`src/rtl/alu_pkg.sv`:
```
// Shared definitions for the arbitrated ALU: opcodes, FSM states and index sizing.
package alu_pkg;

    localparam int DATA_W = 8;
    localparam int SEL_W  = 4;
    // Wide enough for the largest legal requester count (4).
    localparam int IDX_W  = 2;

    localparam logic [SEL_W-1:0] OP_ADD = 4'b1111;
    localparam logic [SEL_W-1:0] OP_SUB = 4'b1110;
    localparam logic [SEL_W-1:0] OP_INC = 4'b1101;
    localparam logic [SEL_W-1:0] OP_DEC = 4'b1100;
    localparam logic [SEL_W-1:0] OP_AND = 4'b0111;
    localparam logic [SEL_W-1:0] OP_OR  = 4'b0110;
    localparam logic [SEL_W-1:0] OP_XOR = 4'b0101;
    localparam logic [SEL_W-1:0] OP_NOT = 4'b0100;

    typedef enum logic [1:0] {
        IDLE = 2'd0,
        EXEC = 2'd1,
        RESP = 2'd2
    } state_e;

endpackage

```
`src/rtl/alu_arbiter_if.sv`:
```
// Request/response bundle between the requesters and the shared-ALU arbiter.
interface alu_arbiter_if #(
    parameter int NUM_REQ = 4
);
    logic [NUM_REQ-1:0]   req_valid;
    logic [NUM_REQ-1:0]   req_ready;
    logic [NUM_REQ*8-1:0] req_opa;
    logic [NUM_REQ*8-1:0] req_opb;
    logic [NUM_REQ*4-1:0] req_sel;
    logic [NUM_REQ-1:0]   rsp_valid;
    logic [NUM_REQ-1:0]   rsp_ready;
    logic [7:0]           rsp_result;
    logic                 rsp_carry;
    logic                 rsp_zero;
    logic                 rsp_err;

    modport master (
        output req_valid, req_opa, req_opb, req_sel, rsp_ready,
        input  req_ready, rsp_valid, rsp_result, rsp_carry, rsp_zero, rsp_err
    );

    modport slave (
        input  req_valid, req_opa, req_opb, req_sel, rsp_ready,
        output req_ready, rsp_valid, rsp_result, rsp_carry, rsp_zero, rsp_err
    );
endinterface

```
`src/rtl/alu8_core.sv`:
```
// Combinational 8-bit ALU; arithmetic is done 9 bits wide so bit 8 is carry/borrow.
module alu8_core
    import alu_pkg::*;
(
    input  logic [DATA_W-1:0] a,
    input  logic [DATA_W-1:0] b,
    input  logic [SEL_W-1:0]  sel,
    output logic [DATA_W-1:0] result,
    output logic              carry,
    output logic              err
);

    logic [DATA_W:0] sum9;

    always_comb begin
        sum9 = '0;
        err  = 1'b0;
        case (sel)
            OP_ADD:  sum9 = {1'b0, a} + {1'b0, b};
            OP_SUB:  sum9 = {1'b0, a} - {1'b0, b};
            OP_INC:  sum9 = {1'b0, a} + 9'd1;
            OP_DEC:  sum9 = {1'b0, a} - 9'd1;
            OP_AND:  sum9 = {1'b0, a & b};
            OP_OR:   sum9 = {1'b0, a | b};
            OP_XOR:  sum9 = {1'b0, a ^ b};
            OP_NOT:  sum9 = {1'b0, ~a};
            default: err  = 1'b1;
        endcase
    end

    assign result = sum9[DATA_W-1:0];
    assign carry  = sum9[DATA_W];

endmodule

```
`src/rtl/rr_pick.sv`:
```
// Round-robin picker: first asserted request at or after ptr, wrapping modulo NUM_REQ.
module rr_pick
    import alu_pkg::*;
#(
    parameter int NUM_REQ = 4
) (
    input  logic [NUM_REQ-1:0] req,
    input  logic [IDX_W-1:0]   ptr,
    output logic [NUM_REQ-1:0] gnt,
    output logic [IDX_W-1:0]   gnt_idx
);

    logic found;

    always_comb begin
        gnt     = '0;
        gnt_idx = '0;
        found   = 1'b0;
        for (int k = 0; k < NUM_REQ; k++) begin
            for (int j = 0; j < NUM_REQ; j++) begin
                if (!found && req[j] && (j == ((int'(ptr) + k) % NUM_REQ))) begin
                    found   = 1'b1;
                    gnt[j]  = 1'b1;
                    gnt_idx = IDX_W'(j);
                end
            end
        end
    end

endmodule

```
`src/rtl/alu_arbiter.sv`:
```
// Shares one alu8_core among NUM_REQ requesters: round-robin grant, registered
// operands (EXEC), registered result held until the owner accepts it (RESP).
module alu_arbiter
    import alu_pkg::*;
#(
    parameter int NUM_REQ = 4
) (
    input  logic         clk,
    input  logic         rst_n,
    input  logic         enable,
    output logic         busy,
    alu_arbiter_if.slave bus
);

    state_e              state_q, state_d;
    logic [IDX_W-1:0]    rr_ptr_q;
    logic [IDX_W-1:0]    gnt_idx;
    logic [NUM_REQ-1:0]  gnt;
    logic [NUM_REQ-1:0]  owner_q;
    logic                accept;
    logic                rsp_done;

    logic [DATA_W-1:0]   opa_mux, opb_mux;
    logic [SEL_W-1:0]    sel_mux;
    logic [DATA_W-1:0]   opa_p0, opb_p0;
    logic [SEL_W-1:0]    sel_p0;

    logic [DATA_W-1:0]   alu_res;
    logic                alu_carry, alu_err;
    logic [DATA_W-1:0]   res_p1;
    logic                carry_p1, zero_p1, err_p1;

    function automatic logic [IDX_W-1:0] next_ptr(input logic [IDX_W-1:0] idx);
        return (idx == IDX_W'(NUM_REQ - 1)) ? '0 : idx + 1'b1;
    endfunction

    rr_pick #(.NUM_REQ(NUM_REQ)) u_pick (
        .req     (bus.req_valid),
        .ptr     (rr_ptr_q),
        .gnt     (gnt),
        .gnt_idx (gnt_idx)
    );

    alu8_core u_alu (
        .a      (opa_p0),
        .b      (opb_p0),
        .sel    (sel_p0),
        .result (alu_res),
        .carry  (alu_carry),
        .err    (alu_err)
    );

    // Grant is gated by rst_n so req_ready is low for the whole reset window.
    always_comb begin
        bus.req_ready = '0;
        if (rst_n && (state_q == IDLE) && enable) begin
            bus.req_ready = gnt;
        end
    end

    assign accept   = |bus.req_ready;
    assign rsp_done = (state_q == RESP) && |(bus.rsp_ready & owner_q);

    always_comb begin
        opa_mux = '0;
        opb_mux = '0;
        sel_mux = '0;
        for (int j = 0; j < NUM_REQ; j++) begin
            if (gnt[j]) begin
                opa_mux = bus.req_opa[8*j +: 8];
                opb_mux = bus.req_opb[8*j +: 8];
                sel_mux = bus.req_sel[4*j +: 4];
            end
        end
    end

    always_comb begin
        state_d = state_q;
        case (state_q)
            IDLE:    if (accept) state_d = EXEC;
            EXEC:    state_d = RESP;
            RESP:    if (rsp_done) state_d = IDLE;
            default: state_d = IDLE;
        endcase
    end

    // Stage p0: control state and grant bookkeeping.
    always_ff @(posedge clk or negedge rst_n) begin
        if (!rst_n) begin
            state_q  <= IDLE;
            rr_ptr_q <= '0;
            owner_q  <= '0;
        end else begin
            state_q <= state_d;
            if (accept) begin
                rr_ptr_q <= next_ptr(gnt_idx);
                owner_q  <= gnt;
            end
        end
    end

    always_ff @(posedge clk) begin
        if (accept) begin
            opa_p0 <= opa_mux;
            opb_p0 <= opb_mux;
            sel_p0 <= sel_mux;
        end
    end

    // Stage p1: ALU outputs registered in EXEC, held through RESP.
    always_ff @(posedge clk or negedge rst_n) begin
        if (!rst_n) begin
            res_p1   <= '0;
            carry_p1 <= 1'b0;
            zero_p1  <= 1'b0;
            err_p1   <= 1'b0;
        end else if (state_q == EXEC) begin
            res_p1   <= alu_res;
            carry_p1 <= alu_carry;
            zero_p1  <= (alu_res == '0);
            err_p1   <= alu_err;
        end
    end

    assign bus.rsp_valid  = (state_q == RESP) ? owner_q : '0;
    assign bus.rsp_result = res_p1;
    assign bus.rsp_carry  = carry_p1;
    assign bus.rsp_zero   = zero_p1;
    assign bus.rsp_err    = err_p1;
    assign busy           = (state_q != IDLE);

endmodule

```
`src/flat_wrapper.sv`:
```
// flat-port wrapper written by rule: the top's interface ports become plain ports
module alu_arbiter_flat import alu_pkg::*;
#(
    parameter int NUM_REQ = 4
)
  (clk, rst_n, enable, busy, bus_req_valid, bus_req_opa, bus_req_opb, bus_req_sel, bus_rsp_ready, bus_req_ready, bus_rsp_valid, bus_rsp_result, bus_rsp_carry, bus_rsp_zero, bus_rsp_err);
  alu_arbiter_if #(.NUM_REQ(NUM_REQ)) bus_i ();
  input  logic clk;
  input  logic rst_n;
  input  logic enable;
  output logic busy;
  input wire logic [$bits(bus_i.req_valid)-1:0] bus_req_valid;
  input wire logic [$bits(bus_i.req_opa)-1:0] bus_req_opa;
  input wire logic [$bits(bus_i.req_opb)-1:0] bus_req_opb;
  input wire logic [$bits(bus_i.req_sel)-1:0] bus_req_sel;
  input wire logic [$bits(bus_i.rsp_ready)-1:0] bus_rsp_ready;
  output wire logic [$bits(bus_i.req_ready)-1:0] bus_req_ready;
  output wire logic [$bits(bus_i.rsp_valid)-1:0] bus_rsp_valid;
  output wire logic [$bits(bus_i.rsp_result)-1:0] bus_rsp_result;
  output wire logic [$bits(bus_i.rsp_carry)-1:0] bus_rsp_carry;
  output wire logic [$bits(bus_i.rsp_zero)-1:0] bus_rsp_zero;
  output wire logic [$bits(bus_i.rsp_err)-1:0] bus_rsp_err;
  assign bus_i.req_valid = bus_req_valid;
  assign bus_i.req_opa = bus_req_opa;
  assign bus_i.req_opb = bus_req_opb;
  assign bus_i.req_sel = bus_req_sel;
  assign bus_i.rsp_ready = bus_rsp_ready;
  assign bus_req_ready = bus_i.req_ready;
  assign bus_rsp_valid = bus_i.rsp_valid;
  assign bus_rsp_result = bus_i.rsp_result;
  assign bus_rsp_carry = bus_i.rsp_carry;
  assign bus_rsp_zero = bus_i.rsp_zero;
  assign bus_rsp_err = bus_i.rsp_err;
  alu_arbiter #(.NUM_REQ(NUM_REQ)) u_core (.clk(clk), .rst_n(rst_n), .enable(enable), .busy(busy), .bus(bus_i));
endmodule
```
`config.mk`:
```
export PLATFORM = sky130hd
export DESIGN_NAME = alu_arbiter_flat
export DESIGN_NICKNAME = d
export VERILOG_FILES = /design/src/rtl/alu_pkg.sv /design/src/rtl/alu_arbiter_if.sv /design/src/rtl/alu8_core.sv /design/src/rtl/rr_pick.sv /design/src/rtl/alu_arbiter.sv /design/src/flat_wrapper.sv
export SDC_FILE = /design/constraint.sdc
export NUM_CORES = 1
export LEC_CHECK = 0
export BUFFER_PORTS_ARGS = -buffer_cell sky130_fd_sc_hd__buf_2
export CAP_MARGIN = 10
export CORE_MARGIN = 2
export CORE_UTILIZATION = 46
export CTS_CLUSTER_DIAMETER = 200
export DETAILED_ROUTE_END_ITERATION = 6
export GPL_TIMING_DRIVEN = 0
export HOLD_SLACK_MARGIN = 0.03
export PLACE_DENSITY_LB_ADDON = 0.08
export SKIP_LAST_GASP = 1
export SLEW_MARGIN = 15
export SYNTH_ARGS = -nofsm -noshare
export SYNTH_HDL_FRONTEND = slang
export SYNTH_SLANG_ARGS = --single-unit
```
`constraint.sdc`:
```
create_clock -name clk -period 2.9 [get_ports clk]
set_clock_uncertainty 0.15 [all_clocks]
set_input_delay 0.435 -clock clk [delete_from_list [all_inputs] [get_ports clk]]
set_output_delay 0.435 -clock clk [all_outputs]
set_load 0.05 [all_outputs]
```
* Yosys cells after proc, flatten, opt, wreduce, memory -nomap -nowiden
Index checks and enable logic that the tools add are counted.
Storage, ports and cells: bits in registers 39, logic and storage cells 179
Cells by class: bitwise operators 8, equal/unequal tests 25, $add $sub $neg 8, muxes and demuxes 65, reductions and logical operators 63
Operators with widths (number):
- $logic_not 32->1 | 4
- $pmux 9 s8 | 1
- $mux 8 | 8
- $logic_and 1x1->1 | 34
- $mux 2 | 17
- $mux 1 | 32
- $mux 4 | 6
- $eq 3x3->1 const A | 6
- $eq 4x3->1 const B | 4
- $eq 4x4->1 const B | 4
- $logic_not 1->1 | 15
- $add 8x1->9 const B | 1
- $add 8x8->9 | 1
- $eq 2x3->1 const A | 3
- $sub 8x1->9 const B | 1
- $sub 8x8->9 | 1
- $and 8x8->8 | 1
- $logic_not 8->1 | 1
- $not 8->8 | 1
- $or 8x8->8 | 1
- $reduce_or 4->1 | 2
- $reduce_or 8->1 | 1
- $xor 8x8->8 | 1
- $pmux 2 s3 | 1
- other kinds (13) | 22

* Depth between registers and ports, before layout
word-level depth 67, gate-level depth with buffers 14, depth with buffers taken out 12

* By module
A second synthesis with hierarchy kept.
Unflattened totals: cells, all modules 360, area total of the unflattened synthesis 3420.8 µm²
By module, submodules not included:
- alu_arbiter | seq. area each 1076.0 µm², cells an instance 177, area an instance 2047.0 µm², instances 1
- alu8_core | seq. area each 0.0 µm², cells an instance 159, area an instance 1224.9 µm², instances 1
- rr_pick | seq. area each 0.0 µm², cells an instance 24, area an instance 148.9 µm², instances 1

* Least setup slack after synthesis
Ideal clock, no wire load.
kind register to register, start register u_core.sel_p0[2], end register u_core.zero_p1 (netlist: u_core.bus.rsp_zero), stages on the path, launching flop included 13, arrival 2718 ps, setup time 121 ps, slack -89 ps, buffers on the path 2, period minus slack after synthesis 2989 ps, required time 2629 ps, cell sequence edfxtp_1 -> buf_4 -> nand2_1 -> clkbuf_1 -> o21ai_0 -> ha_1 -> fa_1 -> nand2b_1 -> a21oi_1 -> or3_1 -> nand4_1 -> and4b_1 -> a32o_2
Between the ends: word-level cells in the longest chain between the ends 3
RTL lines:
- start: declaration | line alu_arbiter.sv:26 | logic [SEL_W-1:0] sel_p0;
- start signal: assignment | line alu_arbiter.sv:106 | sel_p0 <= sel_mux;
- $eq 4x3->1 or $eq 4x4->1 (tied branches) | line alu8_core.sv:18 | case (sel)
- $pmux 9 s8 * | line alu8_core.sv:18
- $logic_not 8->1 * | line alu_arbiter.sv:120 | zero_p1 <= (alu_res == '0);
- end signal: assignment | line alu_arbiter.sv:120
- end: declaration | line alu_arbiter.sv:31 | logic carry_p1, zero_p1, err_p1;
Every way passes the cells marked *; elsewhere a longest branch is shown, timed or not. A chain may end at the register's enable or synchronous reset.

* Worst setup path after layout
start register u_core.sel_p0[3], end register u_core.carry_p1 (netlist: u_core.bus.rsp_carry)
Between the ends: word-level cells in the longest chain between the ends 2
RTL lines:
- $eq 4x3->1 or $eq 4x4->1 (tied branches) | line alu8_core.sv:18
- $pmux 9 s8 * | line alu8_core.sv:18
- end signal: assignment | line alu_arbiter.sv:119 | carry_p1 <= alu_carry;
- end: declaration | line alu_arbiter.sv:31
Marked as above.

==> results.txt <==
- Status: completed
- Num rows: 30
* Core Box Area: 0.006681 mm²
- Power density over the cells: 265.5 mW/mm²
- Total iterations of the first detailed-routing run: 6
- Share of synthesized registers carrying an async set or reset: 48.72%
* Number of global-route vias before repair: 3023
* CP Launch Type: flop
* Initial core utilization: 46.91%
- Clk Latency, worst-skew pair: 0.29 ns
* Total nets after synthesis: 465
- For the finished layout, the period the worst path requires is 2.828 ns.
* Number of CTS-inserted buffers: 5
- The signal on the critical path passes through nand2_8, clkbuf_16, o21ai_1, ha_2, fa_2, nand2b_4, a21oi_2, buf_4, o21ai_0, a21oi_1, xnor2_1, o31ai_1.
- Clock share of power: 34.9%
- Count of clock tree sinks: 39
- Counting the fill cells in the layout gives 575.
* Post-synthesis cell type count: 47
- The clock passes through at most 2 buffers.
- Chip Height: 86.55 µm
* Type of element capturing the critical path: flop
- The synthesized design contains 20 enable-type register cells.
- sky130_fd_sc_hd__edfxtp_1 takes more of the synthesized area than any other cell.
- Number of top-level pins: 111
- Cells fill 63.16% of the core in the end.
- Synth top area share: 19.16%
- Headroom to the max-slew limit came out at 44.46%.
* Gr ovfl total: 0
- Required time of the critical path: 2.95 ns
- Sequential elements use 34.33% of the synthesized area.
- Final number of hold-violating endpoints: 0
* Buf/Inv on CP: 2
* Cell area after synthesis: 0.003134 mm²
* Total Die Area: 0.007490 mm²
- CP max FO: 5
* Synthesized area per cell: 9.006 µm²
* Detailed router's first-iteration violation count: 189
- Worst setup path category: reg -> reg
- Total of endpoints with negative setup slack in the final report: 0
* RD Place Congestion: 0.8620
* Area overhead of the layout relative to synthesis: 34.65%
- The repair_antennas step left the layout with diodes totalling 0.
* Number of pins exceeding their max-slew limit in the final report: 0
* Nets: 601
* Total number of vias: 3122
- Die extent in x: 86.55 µm
- In this run switching power makes up 23.80% of total power.
- Combinational logic is responsible for 12.7% of the overall power.
- Period Utilization, post-route: 97.51%
- In the synthesized netlist the dominant register cell turns out to be sky130_fd_sc_hd__edfxtp_1.
- In this run the static leakage power is 0.002031 µW.
- Clock tree synthesis selected as its root buffer the cell sky130_fd_sc_hd__clkbuf_8.
- Switching power summed over all nets: 266.7 µW
- Slowest stage cell, crit path: sky130_fd_sc_hd__edfxtp_1
- Post-route insts no fill: 565
- Critical Path AT: 2.87 ns
- Kind of cell adding the most delay to the critical path: compound AO/OA/AOI/OAI gates
- Int Pwr: 853.6 µW
- The first global-routing pass estimated 13690 µm of wire.
- Worst ir drop on vdd: 0.0001598 V
* H-tree lvl count: 2
- Placed cell count: 538
- Clock transition at the registers of the reported paths: 0.08 ns
- Setup slack on the worst reg-to-reg path comes out at 0.07 ns.
* Port buffer count: 110
- Maximum number of pins on one net before global-route repair: 23
- The Yosys step of the flow raised 0 warnings.
- Classification of the worst-slack hold path: in -> reg
- Global Route Usage Sum: 23.35%
* Synthesized instance count: 348
- Remaining antenna violation count: 0
* Remaining DRCs: 0
- Sequential cells account for 52.4% of the total power.
- Clock tree from TritonCTS: yes
* Share of post-route cells with drive strength above 1: 37.53%
- Via/cell ratio: 5.526
* Highest clock rate: 0.3536 GHz
- Total half-perimeter wirelength after legalization and detailed placement: 6852 µm
- The number of antenna violations at the first check in global routing came to 0.
- After detailed routing, the total wire length is 8634 µm.
- For the pin with the worst max-slew slack, the measured transition is 0.8303 ns.
- Setup repair after global routing could not meet its margin everywhere.
- Synthesis inferred 39 register bits.
- The tool flagged a number of max-cap violations equal to 0.
- Ranked by total cell area, the synthesized netlist is headed by sky130_fd_sc_hd__edfxtp_1 (19%), sky130_fd_sc_hd__dfrtp_1 (15%), sky130_fd_sc_hd__ha_1 (10%).
- Stage delay of the slowest cell on the critical path: 0.51 ns
- Average detailed-routed wire length per instance: 15.28 µm
-- synth_stat cells, types with 3 or more instances --
cell type,count
sky130_fd_sc_hd__a222oi_1,20
sky130_fd_sc_hd__mux4_1,5
sky130_fd_sc_hd__o21ai_0,16
sky130_fd_sc_hd__nand2_1,24
sky130_fd_sc_hd__nor3_1,6
sky130_fd_sc_hd__a21o_1,4
sky130_fd_sc_hd__nor2b_1,6
sky130_fd_sc_hd__nor2_1,39
sky130_fd_sc_hd__or2_2,3
sky130_fd_sc_hd__o211ai_1,3
sky130_fd_sc_hd__xnor2_1,6
sky130_fd_sc_hd__a21oi_1,43
sky130_fd_sc_hd__nand3_1,4
sky130_fd_sc_hd__nand2b_1,6
sky130_fd_sc_hd__mux4_2,3
sky130_fd_sc_hd__clkbuf_1,16
sky130_fd_sc_hd__and2_1,6
sky130_fd_sc_hd__inv_1,36
sky130_fd_sc_hd__edfxtp_1,20
sky130_fd_sc_hd__dfrtp_1,19
sky130_fd_sc_hd__ha_1,25
-- tightest hold or removal path, stage by stage --
cell and delay (ns):
sky130_fd_sc_hd__buf_2 0.07, sky130_fd_sc_hd__a22oi_1 0.05, sky130_fd_sc_hd__nand3_1 0.09, sky130_fd_sc_hd__nand2_1 0.05
-- state kept, by name (all words and copies together) (netlist names) --
signal and flops:
u_core.opa_p0 8, u_core.bus.rsp_carry 1, u_core.rr_ptr_q 2, u_core.owner_q 4, u_core.state_q 2, u_core.bus.rsp_result 8
u_core.bus.rsp_err 1, u_core.bus.rsp_zero 1, u_core.sel_p0 4, u_core.opb_p0 8
-- power by group through the flow --
stage | clock [µW] | combinational [µW] | sequential, µW
5_1_grt | 429 | 159 | 587
6_report | 391 | 142 | 586
3_5_place_dp | 0 | 140 | 598
4_1_cts | 405 | 142 | 586
2_1_floorplan | 0 | 55.1 | 598
3_3_place_gp | 0 | 139 | 598
-- placed cells by master (no fill, tap or decap), types with 3 or more instances in the layout --
| master | n |
|---|---|
| sky130_fd_sc_hd__edfxtp_1 | 20 |
| sky130_fd_sc_hd__nand2b_1 | 5 |
| sky130_fd_sc_hd__o21ai_0 | 12 |
| sky130_fd_sc_hd__o21ai_1 | 3 |
| sky130_fd_sc_hd__buf_4 | 19 |
| sky130_fd_sc_hd__dfrtp_1 | 19 |
| sky130_fd_sc_hd__nand2_1 | 23 |
| sky130_fd_sc_hd__ha_1 | 20 |
| sky130_fd_sc_hd__o211ai_1 | 3 |
| sky130_fd_sc_hd__xnor2_1 | 5 |
| sky130_fd_sc_hd__ha_2 | 4 |
| sky130_fd_sc_hd__clkbuf_8 | 6 |
| sky130_fd_sc_hd__nor2b_1 | 5 |
| sky130_fd_sc_hd__a21oi_2 | 8 |
| sky130_fd_sc_hd__buf_2 | 110 |
| sky130_fd_sc_hd__nor3_1 | 5 |
| sky130_fd_sc_hd__mux4_2 | 3 |
| sky130_fd_sc_hd__a222oi_1 | 20 |
| sky130_fd_sc_hd__inv_1 | 34 |
| sky130_fd_sc_hd__a21o_1 | 4 |
| sky130_fd_sc_hd__nor2_1 | 37 |
| sky130_fd_sc_hd__a21oi_1 | 34 |
| sky130_fd_sc_hd__and2_1 | 6 |
| sky130_fd_sc_hd__nand3_1 | 4 |
| sky130_fd_sc_hd__clkbuf_1 | 14 |
| sky130_fd_sc_hd__buf_6 | 3 |
| sky130_fd_sc_hd__mux4_1 | 5 |
-- per-stage QoR --
stage / area, µm² / total power (µW) / hold slack, ns / setup WS (ns) / TNS [ns]
finish: 4220 / 1120 / 0.2936 / 0.07222 / 0
floorplan: 3136 / 653.6 / -0.01059 / 0.01266 / 0
CTS: 4100 / 1134 / 0.2794 / -0.05458 / -0.05458
detailed placement: 3786 / 738.7 / 0.2538 / -0.4908 / -1.382
global placement: 3786 / 737.7 / 0.2562 / -0.4573 / -1.254
global route: 4220 / 1174 / 0.3153 / -0.07601 / -0.1797
-- kinds of logic (layout without fill, tap and decap cells) --
family / after synthesis / count (layout) / synth area share (%)
AO/OA/AOI/OAI: 105 / 105 / 22.71
AND/OR/NAND/NOR: 105 / 105 / 15.97
buffers and inverters: 56 / 193 / 7.345
flip-flops: 39 / 39 / 34.33
adder cells (fa/ha/maj): 26 / 26 / 10.62
multiplexers: 10 / 10 / 7.066
XOR/XNOR: 7 / 7 / 1.956
-- area by class of cell --
| cell class | instances | area, µm² | share of cell area (%) |
|---|---|---|---|
| Buffer | 18 | 111.4 | 2.639 |
| Clock buffer | 6 | 82.58 | 1.957 |
| Clock inverter | 2 | 13.76 | 0.3261 |
| Inverter | 36 | 135.1 | 3.202 |
| Multi-Input combinational cell | 253 | 1978 | 46.87 |
| Sequential cell | 39 | 1076 | 25.50 |
| Tap cell | 80 | 100.1 | 2.372 |
| Timing Repair Buffer | 131 | 723.2 | 17.14 |
-- metal layers --
metal	vias up	wire length (µm)	track usage [%]
li1	1560	-	-
met1	1444	3876	30.19
met2	110	4196	38.95
met3	8	430	3.619
met4	0	130	9.801
met5	-	0	0
-- final timing paths --
path / start / to / depth (start not counted)
max in group asynchronous: rst_n / u_core.bus.rsp_carry / 2
worst min-delay path: bus_rsp_ready[3] / u_core.state_q[1] / 4
min in group asynchronous: rst_n / u_core.bus.rsp_result[2] / 2
worst max-delay path: u_core.sel_p0[3] / u_core.bus.rsp_carry / 12
worst min register to register: u_core.bus.rsp_result[2] / u_core.bus.rsp_result[2] / 2
worst max register to register: u_core.sel_p0[3] / u_core.bus.rsp_carry / 12
-- repair_timing --
item | 4_1_cts | 5_1_grt
pin swaps | 9 | 12
gates resized for setup | 22 | 22
hold buffers | 1 | 0
hold endpoints to repair | 19 | 0
endpoints found under the setup margin | 6 | 5
setup buffers | 14 | 6
No activity file was read; power rests on OpenSTA's default activity.
